===== src/rtl/fetch_buffer.sv =====
// -----------------------------------------------------------------------------
// fetch_buffer
//   Instruction prefetch stage between program memory and the stack CPU core.
//   Streams consecutive 16-bit words ahead of the CPU into a small FIFO, serves
//   CPU word requests with one cycle of latency, and flushes/refetches on any
//   non-sequential address.
//
//   state  | meaning
//   -------+-------------------------------------------------------------
//   S_IDLE | no memory read outstanding (FIFO full, or just reset)
//   S_READ | one read outstanding; mem_rd/mem_addr held until mem_ack
//
// Ports
//   i_clk        system clock, rising edge
//   i_rst        synchronous reset, active-high
//   i_cpu_req    CPU requests the word at i_cpu_addr this cycle
//   i_cpu_addr   CPU word address
//   o_cpu_valid  o_cpu_data holds the word for the previous cycle's request
//   o_cpu_data   instruction word
//   o_mem_rd     memory read request, held until i_mem_ack
//   o_mem_addr   memory word address, stable while o_mem_rd=1
//   i_mem_ack    read done; i_mem_data valid this cycle
//   i_mem_data   memory read data
// -----------------------------------------------------------------------------
module fetch_buffer #(
    parameter int DEPTH = 4,
    parameter int AW    = 15
) (
    input  logic          i_clk,
    input  logic          i_rst,
    input  logic          i_cpu_req,
    input  logic [AW-1:0] i_cpu_addr,
    output logic          o_cpu_valid,
    output logic [15:0]   o_cpu_data,
    output logic          o_mem_rd,
    output logic [AW-1:0] o_mem_addr,
    input  logic          i_mem_ack,
    input  logic [15:0]   i_mem_data
);

    localparam int PW = $clog2(DEPTH);
    localparam int CW = PW + 1;
    localparam logic [CW-1:0] DEPTH_C = CW'(DEPTH);

    typedef enum logic {S_IDLE = 1'b0, S_READ = 1'b1} state_t;

    state_t        r_state, w_state_nxt;
    logic [CW-1:0] r_count, w_count_nxt;
    logic [PW-1:0] r_rd_ptr, w_rd_ptr_nxt, w_rd_ptr_p1, w_wr_ptr;
    logic [AW-1:0] r_head_addr, w_head_nxt, w_head_plus1;
    logic [AW-1:0] r_fetch_addr, w_fetch_base, w_fetch_nxt;
    logic [AW-1:0] r_mem_addr;
    logic          r_stale, w_stale_nxt;
    logic [15:0]   r_fifo [DEPTH];
    logic          r_cpu_valid;
    logic [15:0]   r_cpu_data;
    logic          w_reading, w_ack, w_hit, w_next, w_restart;
    logic          w_push, w_pop, w_issue;

    // Request decode and next-value datapath
    always_comb begin
        w_reading    = (r_state == S_READ);
        w_ack        = w_reading && i_mem_ack;
        w_head_plus1 = r_head_addr + AW'(1);
        w_hit        = i_cpu_req && (i_cpu_addr == r_head_addr);
        w_next       = i_cpu_req && (i_cpu_addr == w_head_plus1);
        // A sequential step past an empty FIFO behaves like a flush to the
        // new head: any in-flight word belongs to the old head and must go.
        w_restart    = i_cpu_req && ((!w_hit && !w_next) || (w_next && r_count == '0));
        w_pop        = w_next && (r_count != '0);
        w_push       = w_ack && !r_stale && !w_restart;
        w_wr_ptr     = r_rd_ptr + r_count[PW-1:0];
        w_rd_ptr_p1  = r_rd_ptr + PW'(1);

        if (w_restart)
            w_count_nxt = '0;
        else
            w_count_nxt = r_count + CW'(w_push) - CW'(w_pop);

        w_rd_ptr_nxt = w_pop ? w_rd_ptr_p1 : r_rd_ptr;

        if (w_restart)
            w_head_nxt = i_cpu_addr;
        else if (w_pop)
            w_head_nxt = w_head_plus1;
        else
            w_head_nxt = r_head_addr;

        // Ack in the flush cycle discards the data without marking stale.
        if (w_ack)
            w_stale_nxt = 1'b0;
        else if (w_restart && w_reading)
            w_stale_nxt = 1'b1;
        else
            w_stale_nxt = r_stale;

        w_fetch_base = w_restart ? i_cpu_addr : r_fetch_addr;
        // After an ack nothing is in flight, so space is judged on count alone.
        w_issue      = (!w_reading || w_ack) && (w_count_nxt < DEPTH_C);
        w_fetch_nxt  = w_fetch_base + AW'(w_issue);
    end

    // FSM: state register
    always_ff @(posedge i_clk) begin
        if (i_rst)
            r_state <= S_IDLE;
        else
            r_state <= w_state_nxt;
    end

    // FSM: next state
    always_comb begin
        w_state_nxt = r_state;
        case (r_state)
            S_IDLE:  if (w_issue) w_state_nxt = S_READ;
            S_READ:  if (w_ack)   w_state_nxt = w_issue ? S_READ : S_IDLE;
            default: w_state_nxt = S_IDLE;
        endcase
    end

    // FSM: outputs
    always_comb begin
        o_mem_rd    = (r_state == S_READ);
        o_mem_addr  = r_mem_addr;
        o_cpu_valid = r_cpu_valid;
        o_cpu_data  = r_cpu_data;
    end

    always_ff @(posedge i_clk) begin
        if (i_rst) begin
            r_count      <= '0;
            r_rd_ptr     <= '0;
            r_head_addr  <= '0;
            r_fetch_addr <= '0;
            r_mem_addr   <= '0;
            r_stale      <= 1'b0;
            r_cpu_valid  <= 1'b0;
            r_cpu_data   <= '0;
        end else begin
            r_count      <= w_count_nxt;
            r_rd_ptr     <= w_rd_ptr_nxt;
            r_head_addr  <= w_head_nxt;
            r_fetch_addr <= w_fetch_nxt;
            r_stale      <= w_stale_nxt;
            if (w_issue)
                r_mem_addr <= w_fetch_base;

            // Served from the FIFO as it stood before this edge: no forwarding
            // of a word that is being acked in the same cycle.
            if (w_hit && r_count != '0) begin
                r_cpu_valid <= 1'b1;
                r_cpu_data  <= r_fifo[r_rd_ptr];
            end else if (w_next && r_count > CW'(1)) begin
                r_cpu_valid <= 1'b1;
                r_cpu_data  <= r_fifo[w_rd_ptr_p1];
            end else begin
                r_cpu_valid <= 1'b0;
            end
        end
    end

    // Storage; count/pointers alone decide which entries are live.
    always_ff @(posedge i_clk) begin
        if (w_push)
            r_fifo[w_wr_ptr] <= i_mem_data;
    end

endmodule

===== config.mk =====
export PLATFORM = sky130hd
export DESIGN_NAME = fetch_buffer
export DESIGN_NICKNAME = d
export VERILOG_FILES = /design/src/rtl/fetch_buffer.sv
export SDC_FILE = /design/constraint.sdc
export NUM_CORES = 1
export LEC_CHECK = 0
export CORE_AREA = 2 2 156 158
export CTS_CLUSTER_SIZE = 25
export DETAILED_ROUTE_END_ITERATION = 10
export DIE_AREA = 0 0 158 160
export GPL_TIMING_DRIVEN = 0
export HOLD_SLACK_MARGIN = 0.05
export PLACE_DENSITY = 0.53
export SKIP_LAST_GASP = 1
export SLEW_MARGIN = 20
export SYNTH_ARGS = -nofsm -noshare
export SYNTH_HDL_FRONTEND = slang
export SYNTH_SLANG_ARGS = --single-unit
export TNS_END_PERCENT = 20

===== constraint.sdc =====
create_clock -name i_clk -period 8 [get_ports i_clk]
set_input_delay 1.6 -clock i_clk [delete_from_list [all_inputs] [get_ports i_clk]]
set_output_delay 1.6 -clock i_clk [all_outputs]
set_load 0.01 [all_outputs]

==> results.yml <==
yosys:
  ys.warnings.count: 0
  synth_area_sq_um: 6990
  synthFlopType: "dfxtp_1"
  synth_top_area_frac: 0.275
  ys_types: 49
  ys_seq_area_frac: 0.479
  async_flop_share: 0
  synth.area.top_cells: "edfxtp_1 28%, dfxtp_1 20%, mux4_2 10%"
  syn_avg_cell_area_sq_um: 11.1
  syn_nets: 675
  yosysTopAreaCell: "edfxtp_1"
  synth_edf_count: 64
  syn_inst: 630
  ys_ff_latch: 135
worst_setup_path:
  worst_path_most_repeated_cell: "ha_1"
  cp_num_cells: 24
  critPathBufInv: 4
  slowest_delay_ns: 0.65
  crit_arrival_ns: 7.89
  crit_fanout: 10
  critPathTopFamily: "compound AO/OA/AOI/OAI gates"
  reg2reg_depth: 26
  startpoint_type: "primary input"
  crit_path_top_delay_cell: "clkdlybuf4s50_1"
  regToRegStartpoint: "r_head_addr[0]"
  path_cells: "clkdlybuf4s50_1 > xnor2_2 > a21boi_1 > o2111ai_1 > or3_1 > a2111oi_4 > nor2_4 > nor3_2 > inv_1 > ha_1 > inv_1 > ha_1 > fa_1 > xor2_1 > o21ai_0 > a21oi_2 > clkbuf_2 > ha_1 > ha_1 > nand2_1 > nor3_1 > xor2_1 > nor2_1 > a211oi_1"
  required_ns: 8.33
  worstSetupEndpointType: "flip-flop"
  r2r-end: "r_fetch_addr[14]"
  path_class: "primary input to flip-flop"
  r2r_slack_ns: 1.47
floorplan:
  num_rows: 57
  io_pins: 68
  die_w_microns: 158
  initial_core_util: 0.293
  coreArea_sq_um: 23800
  die_h_microns: 160
  dieArea_sq_um: 25300
hold_path:
  holdPathStages: 2
  min-delay-start: "r_head_addr[14]"
  hold_end: "r_head_addr[14]"
  hp-class: "flip-flop to flip-flop"
final_layout:
  nFillCells: 2439
  fin_nets: 760
  layout.cells.most_common: "dfxtp_1"
  area_delta_synth_final_pct: 23.8
  layout.cells.non_filler: 1052
  num_antenna_cells: 0
  final_util: 0.363
  fin_area_sq_um: 8650
  drive_gt1_frac: 0.136
  final_cell_mix: "71 x dfxtp_1, 64 x edfxtp_1, 62 x clkdlybuf4s50_1"
power_and_ir_drop:
  seqPwrFrac: 0.457
  combPwrFrac: 0.091
  leakage_nw: 2.84
  clkPwrFrac: 0.452
  power_mw: 1.66
  netSwitchingPower_mw: 0.440
  p_int_mw: 1.22
  switching_share: 0.265
  power_density_nw_per_um2: 192
  ir_drop_uv: 120
detailed_routing:
  via_per_inst: 5.10
  wire_per_inst_microns: 18.4
  post-route-drc-count: 0
  drt-pass1-iter-count: 6
  routed_wl_microns: 19300
  ant_nets: 0
  drt_iter0_markers: 347
  vias: 5363
clocking:
  hold_buffers: 0
  clock-sinks: 135
  clk_latency_ns: 0.43
  cts-buffers-inserted: 17
  clk_pin_slew_worst_paths_ns: 0.06
  htreeDepth: 4
  cts-root-buf: "clkbuf_16"
  clockBufferDepth: 2
  cts_tree: "built"
place:
  dpl.cell_count: 1020
  finalWeightedCongestion: 0.846
  dp_slack_ns: -0.778
  port-buffer-count: 62
  placed_cell_area_sq_um: 8070
  dp_hpwl_microns: 13900
global_routing:
  grt_pass1_vias: 5376
  grt_usage: 0.160
  grt_max_degree: 17
  grt_pass1_wl_microns: 30600
  antenna_found_initial: 0
  overflow: 0
sta:
  holdWs_ns: 0.469
  fin_setup_tns_ns: 0
  final-setup-viol-count: 0
  final_hold_viol_count: 0
  worstMarginPinSlew_ns: 0.926
  skew_ns: 0.0110
  fin_crit_sh: 0.945
  max-slew-margin-rel: 0.382
  period_minus_slack_ns: 7.56
  rsz0062_at_grt: "true"
  max_freq_mhz: 132
  drv_slew: 0
  setup_ws_ns: 0.442
outcome:
  outcome: "finished, final reports clean"
job:
  cap_violations: 0
tightest hold or removal path, delay by kind of cell, from the launching register on:
family | cells | cell delay, ns
flip-flops | 1 | 0.32
AND/OR/NAND/NOR | 1 | 0.05
AO/OA/AOI/OAI | 1 | 0.05
registers in the layout, indices dropped and copies added (netlist names), named ones only:
| signal | count |
|---|---|
| r_stale | 1 |
| r_fifo | 64 |
| o_cpu_valid | 1 |
| r_rd_ptr | 2 |
| r_count | 3 |
| o_mem_addr | 15 |
| r_head_addr | 15 |
| o_cpu_data | 16 |
| o_mem_rd | 1 |
| r_fetch_addr | 15 |
cells by family (layout without fill, tap and decap cells):
| kind of cell | count (synthesis) | count (layout) | synth area share |
|---|---|---|---|
| XOR/XNOR | 51 | 51 | 0.0639 |
| AO/OA/AOI/OAI | 118 | 118 | 0.111 |
| adder cells (fa/ha/maj) | 10 | 10 | 0.0190 |
| AND/OR/NAND/NOR | 184 | 184 | 0.133 |
| buffers and inverters | 63 | 161 | 0.0365 |
| flip-flops | 135 | 135 | 0.479 |
| multiplexers | 69 | 69 | 0.157 |
routing by layer:
metal  share of wire  track usage  vias up  routed length (microns)
li1                -            -     2534                        -
met1            0.44        0.205     2634                     8590
met2            0.48        0.265      169                     9310
met3           0.056       0.0331       26                     1090
met4           0.018       0.0565        0                      340
met5               0            0        -                        0
cell usage after synthesis, drive strengths merged (11+ instances only):
cell / count
a21oi: 23
xor2: 14
nor2: 55
a211oi: 28
xnor2: 37
nand2: 32
and3: 11
buf: 18
edfxtp: 64
nand4: 20
o21ai: 29
inv: 13
clkbuf: 32
mux2i: 31
nand3: 18
nor3: 12
dfxtp: 71
mux4: 32
how the worst max path moves through the flow:
stage	startpoint	end	slack [ns]
2_1_floorplan	i_cpu_addr[1]	r_fetch_addr[14]	1.58
4_1_cts	i_cpu_addr[6]	r_fetch_addr[14]	0.16
3_5_place_dp	i_cpu_addr[6]	r_fetch_addr[14]	-0.78
6_report	i_cpu_addr[6]	r_fetch_addr[14]	0.44
3_3_place_gp	i_cpu_addr[6]	r_fetch_addr[14]	-0.66
5_1_grt	i_cpu_addr[6]	r_fetch_addr[14]	-0.02
cell type report:
cell class / instances / area, sq um / area share
Tap cell: 324 / 405 / 0.0469
Buffer: 49 / 205 / 0.0237
Sequential cell: 135 / 3340 / 0.387
Clock buffer: 18 / 429 / 0.0496
Clock inverter: 14 / 130 / 0.0150
Timing Repair Buffer: 67 / 673 / 0.0778
Inverter: 13 / 48.8 / 0.00564
Multi-Input combinational cell: 432 / 3410 / 0.395
power by group through the flow:
stage,Sequential [mW],Clock (mW),Combinational (mW)
CTS,0.758,0.765,0.151
floorplan,0.772,0,0.0831
detailed placement,0.773,0,0.150
global route,0.761,0.792,0.166
global placement,0.773,0,0.148
finish,0.759,0.750,0.151
timing repair:
action	in CTS	in global routing
setup endpoints to repair	9	10
pin swaps	1	0
resized for setup	2	4
buffers inserted	1	0
Power figures use the tool's default switching activity.
